## src/rtl/input_neuron_array.sv

```systemverilog
// input_neuron_array: per-channel input spike latch with saturating
// "steps since last spike" counters, a valid/ready step handshake,
// channel enables, an optional refractory period and a spike popcount.
//
// Ports:
//   clk, rst        clock (rising edge), asynchronous active-high reset
//   step_valid      time-step request from the spike encoder
//   step_ready      high while idle and no img_start is pending
//   spike_in        input spikes, captured when the step is accepted
//   chan_en         per-channel enable, captured when the step is accepted
//   img_start       synchronous reinitialisation of all channel state
//   spike_out       registered spikes of the last completed step
//   count           packed counters, channel i = count[i*CW +: CW]
//   spike_total     number of spike_out bits set
//   done            one-cycle pulse when the outputs hold a new step
module input_neuron_array #(
    parameter int N_CH       = 16,
    parameter int CW         = 8,
    parameter int T_MAX      = 21,
    parameter int REFRAC     = 0,
    parameter int PREV_SPIKE = 1
) (
    input  logic                      clk,
    input  logic                      rst,
    input  logic                      step_valid,
    output logic                      step_ready,
    input  logic [N_CH-1:0]           spike_in,
    input  logic [N_CH-1:0]           chan_en,
    input  logic                      img_start,
    output logic [N_CH-1:0]           spike_out,
    output logic [N_CH*CW-1:0]        count,
    output logic [$clog2(N_CH+1)-1:0] spike_total,
    output logic                      done
);

    localparam int TW = $clog2(N_CH + 1);
    localparam int RW = (REFRAC > 0) ? $clog2(REFRAC + 1) : 1;

    localparam logic [0:0] IDLE = 1'b0;
    localparam logic [0:0] CALC = 1'b1;

    localparam logic [CW-1:0] T_MAX_V  = CW'(T_MAX);
    localparam logic [RW-1:0] REFRAC_V = RW'(REFRAC);

    logic [0:0]         state_q, state_d;
    logic [N_CH-1:0]    spk_hold_q, spk_hold_d;
    logic [N_CH-1:0]    en_hold_q, en_hold_d;
    logic [N_CH-1:0]    spike_out_q, spike_out_d;
    logic [N_CH*CW-1:0] count_q, count_d;
    logic [TW-1:0]      total_q, total_d;
    logic               done_q, done_d;
    logic [RW-1:0]      refr_q [N_CH];
    logic [RW-1:0]      refr_d [N_CH];

    // Result of the step currently held in the CALC state.
    logic [N_CH-1:0]    calc_spk;
    logic [N_CH*CW-1:0] calc_cnt;
    logic [RW-1:0]      calc_refr [N_CH];
    logic [TW-1:0]      calc_total;

    assign step_ready  = (state_q == IDLE) && !img_start;
    assign spike_out   = spike_out_q;
    assign count       = count_q;
    assign spike_total = total_q;
    assign done        = done_q;

    always_comb begin
        calc_spk   = '0;
        calc_cnt   = count_q;
        calc_total = '0;
        for (int i = 0; i < N_CH; i++) begin
            calc_refr[i] = refr_q[i];
        end
        for (int i = 0; i < N_CH; i++) begin
            if (en_hold_q[i]) begin
                if (refr_q[i] != '0) begin
                    calc_refr[i] = refr_q[i] - RW'(1);
                end else begin
                    calc_spk[i] = spk_hold_q[i];
                    if (spk_hold_q[i]) begin
                        calc_refr[i] = REFRAC_V;
                    end
                end
            end
        end
        for (int i = 0; i < N_CH; i++) begin
            if (en_hold_q[i]) begin
                // Legacy mode clears on the spike stored by the previous
                // step, which lags the input by one step.
                if ((PREV_SPIKE != 0) ? spike_out_q[i] : calc_spk[i]) begin
                    calc_cnt[i*CW +: CW] = '0;
                end else if (count_q[i*CW +: CW] < T_MAX_V) begin
                    calc_cnt[i*CW +: CW] = count_q[i*CW +: CW] + CW'(1);
                end
            end
        end
        for (int i = 0; i < N_CH; i++) begin
            calc_total = calc_total + TW'(calc_spk[i]);
        end
    end

    always_comb begin
        state_d     = state_q;
        spk_hold_d  = spk_hold_q;
        en_hold_d   = en_hold_q;
        spike_out_d = spike_out_q;
        count_d     = count_q;
        total_d     = total_q;
        done_d      = 1'b0;
        for (int i = 0; i < N_CH; i++) begin
            refr_d[i] = refr_q[i];
        end
        if (img_start) begin
            // Reinitialise and abort any step in flight without done.
            state_d     = IDLE;
            spike_out_d = '0;
            count_d     = {N_CH{T_MAX_V}};
            total_d     = '0;
            for (int i = 0; i < N_CH; i++) begin
                refr_d[i] = '0;
            end
        end else begin
            case (state_q)
                IDLE: begin
                    if (step_valid) begin
                        state_d    = CALC;
                        spk_hold_d = spike_in;
                        en_hold_d  = chan_en;
                    end
                end
                CALC: begin
                    state_d     = IDLE;
                    spike_out_d = calc_spk;
                    count_d     = calc_cnt;
                    total_d     = calc_total;
                    done_d      = 1'b1;
                    for (int i = 0; i < N_CH; i++) begin
                        refr_d[i] = calc_refr[i];
                    end
                end
                default: begin
                    state_d = IDLE;
                end
            endcase
        end
    end

    always_ff @(posedge clk or posedge rst) begin
        if (rst) begin
            state_q     <= IDLE;
            spk_hold_q  <= '0;
            en_hold_q   <= '0;
            spike_out_q <= '0;
            count_q     <= {N_CH{T_MAX_V}};
            total_q     <= '0;
            done_q      <= 1'b0;
            for (int i = 0; i < N_CH; i++) begin
                refr_q[i] <= '0;
            end
        end else begin
            state_q     <= state_d;
            spk_hold_q  <= spk_hold_d;
            en_hold_q   <= en_hold_d;
            spike_out_q <= spike_out_d;
            count_q     <= count_d;
            total_q     <= total_d;
            done_q      <= done_d;
            for (int i = 0; i < N_CH; i++) begin
                refr_q[i] <= refr_d[i];
            end
        end
    end

endmodule
```

## config.mk

```make
export PLATFORM = sky130hd
export DESIGN_NAME = input_neuron_array
export DESIGN_NICKNAME = d
export VERILOG_FILES = /design/src/rtl/input_neuron_array.sv
export SDC_FILE = /design/constraint.sdc
export NUM_CORES = 1
export LEC_CHECK = 0
export CAP_MARGIN = 10
export CORE_ASPECT_RATIO = 1.4
export CORE_MARGIN = 2
export CORE_UTILIZATION = 52
export CTS_BUF_LIST = sky130_fd_sc_hd__clkbuf_16
export CTS_CLUSTER_DIAMETER = 30
export CTS_CLUSTER_SIZE = 24
export DETAILED_ROUTE_END_ITERATION = 6
export GPL_TIMING_DRIVEN = 0
export PLACE_DENSITY = 0.87
export SYNTH_ARGS = -nofsm -noshare
export SYNTH_HDL_FRONTEND = slang
export SYNTH_SLANG_ARGS = --single-unit
```

## constraint.sdc

```tcl
create_clock -name clk -period 8.4 [get_ports clk]
set_clock_uncertainty 0.1 [all_clocks]
set_input_delay 1.26 -clock clk [delete_from_list [all_inputs] [get_ports clk]]
set_output_delay 1.26 -clock clk [all_outputs]
set_load 0.01 [all_outputs]
```

# [Word level (Yosys, flattened, before mapping)]
# Index checks and enable logic that the tools add are counted.
[classes] n_addsub=47 mul=0 div_mod_pow=0 n_lt_le_gt_ge=16 eq_ne=0 shifts=0 muxes=125 bitwise=2 n_reduce_logical=68
[ops] operator="$mux W8" n=48
[ops] operator="$mux W128" n=2
[ops] operator="$add A8 B1 Y8 const B" n=16
[ops] operator="$lt A8 B5 Y1 const B" n=16
[ops] operator="$mux W1" n=68
[ops] operator="$mux W16" n=4
[ops] operator="$add A5 B1 Y5" n=11
[ops] operator="$reduce_and A3 Y1" n=17
[ops] operator="$reduce_bool A3 Y1" n=16
[ops] operator="$reduce_bool A2 Y1" n=17
[ops] operator="$reduce_and A2 Y1" n=16
[ops] operator="$sub A1 B1 Y1 const B" n=16
[ops] operator="$mux W5" n=2
[ops] operator="$add A4 B1 Y5" n=1
[ops] operator="$add A3 B1 Y4" n=1
[ops] operator="$add A2 B1 Y3" n=1
[ops] operator="$add A1 B1 Y2" n=1
[ops] operator="$not A1 Y1" n=2
[ops] operator="$pmux W1 S2" n=1
[ops] operator="$logic_and A1 B1 Y1" n=1
[ops] operator="$logic_not A1 Y1" n=1
[word_totals] regBits=199 latchBits=0 mem_bits_rw=0 mem_bits_ro=0 out_inout_bits=151 n_memories=0

# [Longest topological paths before layout]
# Gate-level depths: netlist (run 1).
[depth] depth_word=19 mapped_depth=12 mapped_depth_nobuf=12

# [Worst setup path before layout (run 1)]
# Ideal clock, no wire load.
[synth_timing] path_kind="reg2reg" start="register en_hold_q[3]" end="register total_q[3], in the netlist spike_total[3]" setup_time_ns=0.124 arrival_time_ns=3.557 required_time_ns=8.176 slack_ns=4.619 stages_incl_launch_ff=13 synth_period_minus_slack_ns=3.781 path_cell_list="dfrtp_1 -> and2_1 -> fa_1 -> fa_1 -> fa_1 -> inv_1 -> fa_1 -> inv_1 -> ha_1 -> a21o_1 -> a21oi_1 -> nor4b_1 -> a211o_1"
[synth_between] elab_chain_len=16
[synth_rtl] item="start, declared" line="47" rtl="logic [N_CH-1:0] en_hold_q, en_hold_d;"
[synth_rtl] item="start signal, assigned" line="163" rtl="en_hold_q <= en_hold_d;"
[synth_rtl] item="$mux W1" line="75" rtl="if (en_hold_q[i]) begin"
[synth_rtl] item="$add A3 B1 Y4" line="98" rtl="calc_total = calc_total + TW'(calc_spk[i]);"
[synth_rtl] item="$add A4 B1 Y5" line="98"
[synth_rtl] item="$add A5 B1 Y5 (11 in series)" line="98"
[synth_rtl] item="$mux W5" line="123" rtl="case (state_q)"
[synth_rtl] item="$mux W5" line="113" rtl="if (img_start) begin"
[synth_rtl] item="end signal, assigned" line="166" rtl="total_q <= total_d;"
[synth_rtl] item="end, declared" line="50" rtl="logic [TW-1:0] total_q, total_d;"
# Every way passes these cells. The select of a mux whose other input is x is not followed.
# A chain may end at the register's enable or synchronous reset.

# [Worst setup path in the final report (run 1)]
[layout_timing] start="register en_hold_q[7]" end="register total_q[3], in the netlist spike_total[3]"
[layout_between] elab_chain_len=12
[layout_rtl] item="$mux W1" line="75"
[layout_rtl] item="$add A5 B1 Y5 (9 in series)" line="98"
[layout_rtl] item="$mux W5" line="123"
[layout_rtl] item="$mux W5" line="113"
# Every way passes these cells. The select of a mux whose other input is x is not followed.

==> results.yml, run 1 <==
floorplanning:
  chipWidth_um: 122
  die_h_um: 169
  core-area_um2: 19200
  rows: 60
  ioPinCount: 187
  initial_core_util_pct: 52.8
  die_area_um2: 20700
synthesis:
  avgSynthCellArea_um2: 10.9
  synthesis.nets: 1014
  synth_edf_count: 0
  ys.warnings.count: 0
  syn_area_um2: 10100
  synth_commonest_cells: "135 x dfrtp_1, 90 x nor2_1, 79 x nand2_1"
  post-synth-top-area-cell: "dfrtp_1"
  ys_seq_area_share_pct: 45.7
  synth.top_cell.area_share_pct: 33.3
  synth.area.top_cells: "dfrtp_1 33%, dfstp_2 12%, mux2i_1 5.9%, ha_1 4.6%, and2_1 3.8%"
  synth_ff_type: "dfrtp_1"
  yosysMostFrequentCell: "dfrtp_1"
  netlist_instances: 931
  async_flop_share_pct: 100
  synth-seq-cells: 183
  synth_cell_types: 48
finish:
  drive_above_1_share_pct: 15.6
  fin_util_pct: 67.5
  syn_to_final_growth_pct: 27.8
  layout.cells.non_filler: 1399
  nets: 1220
  nFillCells: 1467
drt:
  wl_met1_mm: 10.4
  routed_wl_mm: 26.8
  top_layer: "met4"
  routed-wl-met3_mm: 1.32
  initialDrtViolationCount: 449
  wl_met2_mm: 14.2
  ant_nets: 0
  first_pass_iters: 5
  drc: 0
  wl_per_cell_um: 19.1
  vias: 7912
  via_per_inst: 5.66
timing:
  slew_viol_final: 0
  rsz0062_at_grt: "no"
  finalSetupViolations: 0
  final.setup.tns_ps: 0
  hold_violations: 0
  layout_min_cycle_time_ps: 3970
  hold_ws_ps: 398
  tightestPinTransition_ps: 1020
  finalCritPeriodShare_pct: 47.3
  slew_headroom_pct: 32.3
  max_clock_freq_mhz: 252
clocking:
  clkTransAtPathRegs_ps: 70
  numCtsBuffers: 17
  insertion_delay_ps: 440
  htree_levels: 4
  cts-resized-gates: 0
  cts-root-buf: "clkbuf_16"
  hold_buffers: 0
  post_cts_buffers: 0
  cts_tree: "done"
  cts_sinks: 183
  cts_max_path_buffers: 2
power:
  leakage_nw: 5.97
  report.power.total_w: 0.00347
  ir_drop_mv: 0.174
  powerDensity_nw_per_um2: 268
placed_design:
  dpl.cell_count: 1366
  place.gp.congestion: 0.839
  io_buffers: 186
  dp_hpwl_mm: 19.0
grt:
  grt_use_total_pct: 26.7
  grt_pass1_wl_mm: 42.3
  grt_max_degree: 102
  antenna_found_initial: 1
  grt-ovfl-total: 0
  first_global_vias: 7982
setup_path:
  critPathTopFamily: "adder cells"
  cp_slowest_stage_delay_ps: 530
  regToRegSetupSlack_ps: 4430
  cp_common_cell: "fa_1"
  cp_slowest_cell: "fa_1"
  critPathRequiredTime_ps: 8620
  crit_type: "reg2reg"
  cp_data_arrival_time_ps: 4190
  cp-end-kind: "register"
  path_cells: "and2_1 -> fa_1 -> fa_1 -> fa_1 -> inv_1 -> fa_1 -> inv_1 -> ha_1 -> a21o_1 -> a21oi_1 -> nor4b_1 -> a211o_1"
  path_buf_inv: 2
  crit_fanout: 4
  start_kind: "register"
min_path:
  hold_class: "reg2reg"
run:
  maxCapViolations: 0
outcome:
  status: "completed"
per-layer routing:
layer	up-vias	track usage, %
li1	3674	-
met1	3950	31.4
met2	231	47.3
met3	57	5.01
met4	0	11.0
met5	-	0
path summary, 6_finish.rpt:
kind,to,cells after the start,from
setup reg to reg,spike_total[3],12,en_hold_q[7]
hold / removal,spk_hold_q[3],1,spk_hold_q[3]
hold reg to reg,spk_hold_q[3],1,spk_hold_q[3]
max in group asynchronous,count[92],3,rst
setup / recovery,spike_total[3],12,en_hold_q[7]
min in group asynchronous,count[11],2,rst
cells in the final DEF, fill, tap and decap left out, types with 4 or more instances in the layout:
master           count
nor2_1              90
o211ai_1            15
fa_1                10
bufinv_16            4
inv_1               45
o221ai_1            15
buf_2                5
nor2b_1             16
a31oi_1             15
a41oi_1             14
a31oi_4             15
nand3_1             24
nor4_2               5
nor4_4              10
o21ai_1              6
nand2_1             79
dfrtp_1            135
clkbuf_16           17
dfstp_2             48
a21oi_1             40
and2_1              62
o21ai_0              9
buf_4                6
a21o_1              33
mux2_2              32
buf_6                9
nand2b_1            34
mux2i_1             60
a21boi_2            13
nor3_1               4
clkbuf_1            14
ha_1                37
clkdlybuf4s50_1    186
and3_1              15
cell type report:
cell class              count  area [µm²]  area share (%)
multi-input cells         670        5100            39.3
flip-flops and latches    183        4640            35.8
repair buffers            187        1890            14.6
clock buffers              17         425            3.28
well taps                 248         310            2.39
plain buffers              35         244            1.88
clock inverters            15         188            1.45
inverters                  43         169            1.30
diodes                      1        2.50          0.0193
flip-flops by register name, summed over array words and instances (netlist names):
signal	cells
en_hold_q	16
done	1
spk_hold_q	16
spike_out	16
count	128
spike_total	5
state_q	1
cells by family (layout without fill, tap and decap cells):
kind of cell | Yosys count | in the layout | share of synthesized area, %
xor+xnor | 1 | 1 | 0.0863
compound gates | 181 | 181 | 15.0
flops | 183 | 183 | 45.7
fa+ha+maj | 47 | 47 | 6.54
mux | 92 | 92 | 9.47
buf+inv | 78 | 297 | 3.99
simple gates | 349 | 349 | 19.2
other cells | 0 | 1 | 0
worst reg2reg max path, cell delays in order (launching register included):
cell and delay (ps):
dfrtp_1 440, and2_1 220, fa_1 530, fa_1 410, fa_1 510, inv_1 50, fa_1 520, inv_1 70
ha_1 280, a21o_1 170, a21oi_1 210, nor4b_1 80, a211o_1 270
report_power, final:
group          internal (W)  switching [W]
Sequential          0.00109       0.000215
Clock              0.000495       0.000354
Combinational      0.000646       0.000667
Total               0.00223        0.00124
stage by stage:
stage	cell area [µm²]	setup WS, ps
CTS	13000	4420
floorplan	10100	2150
detailed placement	12400	4430
finish	13000	4430
global route	13000	4200
global placement	12300	-406
Note: power is estimated with default switching activity, not from simulation.
==> run 2: changes to the inputs <==
--- a/config.mk
+++ b/config.mk
@@ -8,13 +8,13 @@
 export CAP_MARGIN = 10
 export CORE_ASPECT_RATIO = 1.4
 export CORE_MARGIN = 2
-export CORE_UTILIZATION = 52
+export CORE_UTILIZATION = 48
 export CTS_BUF_LIST = sky130_fd_sc_hd__clkbuf_16
 export CTS_CLUSTER_DIAMETER = 30
 export CTS_CLUSTER_SIZE = 24
 export DETAILED_ROUTE_END_ITERATION = 6
 export GPL_TIMING_DRIVEN = 0
-export PLACE_DENSITY = 0.87
+export PLACE_DENSITY = 0.85
 export SYNTH_ARGS = -nofsm -noshare
 export SYNTH_HDL_FRONTEND = slang
 export SYNTH_SLANG_ARGS = --single-unit
==> constraint.sdc (replaced) <==
create_clock -name clk -period 3.6 [get_ports clk]
set_clock_uncertainty 0.1 [all_clocks]
set_input_delay 0.54 -clock clk [delete_from_list [all_inputs] [get_ports clk]]
set_output_delay 0.54 -clock clk [all_outputs]
set_load 0.01 [all_outputs]
==> run 2 against run 1 <==
Against the previous run:
- the run now ends with setup timing left
- core utilization fell by 3.9 points
- first-iteration DRC count decreased by 1.6%
- global-route usage is 2.0 points lower
- largest power group is now combinational cells
==> results.yml, run 2 (same netlist as run 1, synthesis figures left out) <==
outcome:
  status: "finished with violations"
  failed_checks: "setup timing"
power:
  combinationalPowerShare_pct: 39.9
  seq_power_share_pct: 37.4
  p_sw_w: 0.00298
  internal_power_w: 0.00513
  ir_drop_mv: 0.434
  leakage_nw: 6.02
  clkPwrFrac_pct: 22.7
  powerDensity_nw_per_um2: 618
  p_sw_share_pct: 36.7
drt:
  vias: 8000
  drc: 0
  initialDrtViolationCount: 442
  wl_per_cell_um: 19.0
  ant_nets: 0
  routed_wl_mm: 27.0
  first_pass_iters: 7
  via_per_inst: 5.63
grt:
  grt_pass1_wl_mm: 43.5
  grt_max_degree: 42
  antenna_found_initial: 2
  grt-ovfl-total: 0
  grt_use_total_pct: 24.6
  first_global_vias: 8121
clocking:
  numCtsBuffers: 17
  cts_sinks: 183
  clkTransAtPathRegs_ps: 70
  cts_tree: "done"
  htree_levels: 4
  cts_max_path_buffers: 2
  hold_buffers: 0
  cts-root-buf: "clkbuf_16"
  insertion_delay_ps: 440
timing:
  finalSetupViolations: 4
  max_clock_freq_mhz: 273
  layout_min_cycle_time_ps: 3670
  hold_violations: 0
  rsz0062_at_grt: "yes"
  slew_headroom_pct: 26.0
  slew_viol_final: 0
  final.setup.tns_ps: -213
  finalCritPeriodShare_pct: 102
  fin_ws_ps: -65.7
  tightestPinTransition_ps: 1110
floorplanning:
  die_h_um: 176
  core-area_um2: 20600
  chipWidth_um: 127
  die_area_um2: 22300
  ioPinCount: 187
  initial_core_util_pct: 49.2
  rows: 62
min_path:
  min_from: "spk_hold_q[14]"
  hold_class: "reg2reg"
setup_path:
  cp_data_arrival_time_ps: 3880
  cp-end-kind: "register"
  crit_fanout: 2
  critPathRequiredTime_ps: 3810
  r2r-start: "en_hold_q[5]"
  start_kind: "register"
  cp-startpoint: "en_hold_q[5]"
  crit_type: "reg2reg"
finish:
  mostFrequentLayoutCell: "clkdlybuf4s50_1"
  drive_above_1_share_pct: 18.5
  fin_util_pct: 63.6
  layout_common_cells: "186 x clkdlybuf4s50_1, 133 x dfrtp_1, 90 x nor2_1, 79 x nand2_1, 60 x mux2i_1"
  nets: 1234
  syn_to_final_growth_pct: 29.4
  largest_reg_flops: 128
  layout.cells.non_filler: 1422
placed_design:
  dp_hpwl_mm: 19.5
  io_buffers: 186
  place.gp.congestion: 0.835
  dpl.cell_count: 1377
run:
  maxCapViolations: 0
## run 2: path summary, 6_finish.rpt
kind                       slack [ps]        endpoint  cells after the start
setup / recovery                  -70  spike_total[4]                     12
setup reg to reg                  -70  spike_total[4]                     12
min in group asynchronous         480        count[5]                      2
max in group asynchronous        1920       count[56]                      4
hold / removal                    400  spk_hold_q[14]                      1
hold reg to reg                   400  spk_hold_q[14]                      1
## run 2: layout make-up
type                       count  area (µm²)
inverter                      43         165
fill                        1611        7510
timing repair buffer         201        2020
multi-input combinational    670        5160
clock buffer                  17         425
tap                          256         320
sequential                   183        4640
clock inverter                15         143
antenna                        2        5.00
buffer                        35         244
## run 2: critical path, cell delays in order (launching register included)
cell and delay [ps]:
dfrtp_1 390, and2_4 150, fa_1 590, fa_2 450, inv_2 70, fa_2 430
fa_1 500, inv_2 50, ha_4 150, fa_2 350, a21o_1 170, nand3_1 80
a21oi_1 60
## run 2: power by group through the flow
stage	registers (W)	logic (W)	clock network [W]
CTS	0.00303	0.00325	0.00187
floorplan	0.00309	0.00194	0
finish	0.00303	0.00324	0.00184
global route	0.00311	0.00363	0.00196
global placement	0.00306	0.00300	0
detailed placement	0.00308	0.00315	0
## run 2: per-layer routing
metal | GRT usage, % | vias to the layer above | wire [µm]
li1 | - | 3701 | -
met1 | 30.2 | 4027 | 10900
met2 | 44.1 | 228 | 14400
met3 | 3.58 | 44 | 1080
met4 | 8.84 | 0 | 698
met5 | 0 | - | 0
## run 2: per-stage QoR
step | worst slack [ps] | power [W] | hold WS (ps) | cell area (µm²)
2_1_floorplan | -18.7 | 0.00503 | 372 | 10200
3_3_place_gp | -905 | 0.00606 | 370 | 12400
3_5_place_dp | -224 | 0.00623 | 381 | 12500
4_1_cts | -161 | 0.00815 | 406 | 13100
5_1_grt | -185 | 0.00870 | 416 | 13100
6_report | -65.7 | 0.00811 | 404 | 13100
## run 2: timing repair
item | 4_1_cts | 5_1_grt
pin swaps | 4 | 6
gates resized for setup | 6 | 2
hold endpoints to repair | 0 | 0
setup buffers | 8 | 3
endpoints found under the setup margin | 4 | 4
==> RTL change (flow settings as in run 2) <==
Reset style: synchronous (`rst`), changed in one clocked block. Comments in the files are not updated.
--- a/src/rtl/input_neuron_array.sv
+++ b/src/rtl/input_neuron_array.sv
@@ -145,7 +145,7 @@
         end
     end
 
-    always_ff @(posedge clk or posedge rst) begin
+    always_ff @(posedge clk) begin
         if (rst) begin
             state_q     <= IDLE;
             spk_hold_q  <= '0;
Function: differs if rst is asserted again (counterexample within 4 cycles, from zero or initial values and one cycle with rst high); with rst held inactive, the same outputs for 4 cycles.
==> RTL change against run 2 <==
  * The flow still finishes with violations (setup timing)
  * Worst setup slack lost 0.054 ns
  * Synthesized area shrank 17%
  * Routed wire length shrank 4.1%
  * Sequential cell count is the same
  * Design area shrank 15%
  * Global-route usage grew 3.3 points
Power is not compared: it rests on default switching activity, and its combinational part moved more than twofold at a synthesized area within 25%.
==> RTL change: results (changes against run 2) <==
number of global-route vias before repair 7,844 (-3.4%); worst r2r path cells 11 (-1); Initial DRC Count 703 (+59%); Cell variety after synth 62 (+29%); largest net degree at the start of global routing 17 (-60%); Seq cells 183 (unchanged); Synth async-reset ratio 0% (-100 points); Clock Latency Late Sink 0.44 ns (about the same); antenna violations before repair 2 (unchanged); Avg Cell Area, Syn 9.28 um2 (-15%); Signal buffers 228 (-3.4%); Placed Cells 1,324 (-3.8%); first-pass GRT wire length 40.3 mm (-7.4%); Port Buf Inserts 185 (-0.54%); via count 8,063 (+0.79%); Least-Margin Pin Slew 1.04 ns (-0.0696 ns); Setup-failing EPs final 3 (-1); Synthesized Nets 986 (-2.8%); multi-input gates 631 (-5.8%); hold path start rst; RD Place Congestion 0.889 (+6.5%); Storage cell area 0.00369 mm2 (-21%); CP max stage delay 0.55 ns (-0.04 ns); failing checks setup timing; dpl ws -0.238 ns (-0.0134 ns); worst hold endpoint en_hold_q[1]; final worst setup slack -0.119 ns (-0.0535 ns); Core Region 0.0173 mm2 (-16%); placed cell area 0.0105 mm2 (-15%); hold path depth 2 (+1); Inverters 52 (+21%); total wire length 25.9 mm (-4.1%); status complete, but fails checks; Synth area leaders dfxtp_1, ha_1, nand2_1; Worst setup endpoint spike_total[4]; CP Launch Point en_hold_q[5]; sequential area share after synthesis 43.7% (-2.0 points); Layout Nets 1,196 (-3.1%); diode count 1 (-1); area of the multi-input gates 0.00435 mm2 (-16%); Clock-cell share 5.34% (+1.0 points); setup TNS -0.262 ns (-0.0489 ns); share of cells above drive strength 1 8.88% (-9.6 points); filler cell count 1,439 (-11%); CP max stage cell fa_1; DP HPWL 18.4 mm (-5.6%); Signal buf overhead 18.6% (+1.4 points); Via density 5.92 (+5.2%)
## RTL change: power by group
part / switching [uW] / internal, uW
Sequential: 18.7 / 2040
Clock: 839 / 1100
Combinational: 126 / 72.0
Total: 984 / 3210
## RTL change: what timing repair did
| item | 4_1_cts | 5_1_grt |
|---|---|---|
| hold endpoints to repair | 0 | 0 |
| buffers inserted | 3 | 3 |
| hold buffers | 0 | 0 |
| pin swaps | 10 | 8 |
| endpoints found under the setup margin | 4 | 4 |
| gates resized for setup | 11 | 6 |
## RTL change: kinds of logic (layout without fill, tap and decap cells)
kind of cell	Yosys count	after routing	synth area share [%]
xor+xnor	2	2	0.209
buf+inv	89	312	4.65
other cells	0	1	0
simple gates	376	376	26.4
mux	4	4	0.478
fa+ha+maj	47	47	7.92
compound gates	202	202	16.6
flops	183	183	43.7
## RTL change: routing by layer
metal	part of all wire [%]	GRT usage (%)
met5	0	0
met4	5.4	17.3
met3	6.5	5.77
met2	50	46.9
met1	38	32.1
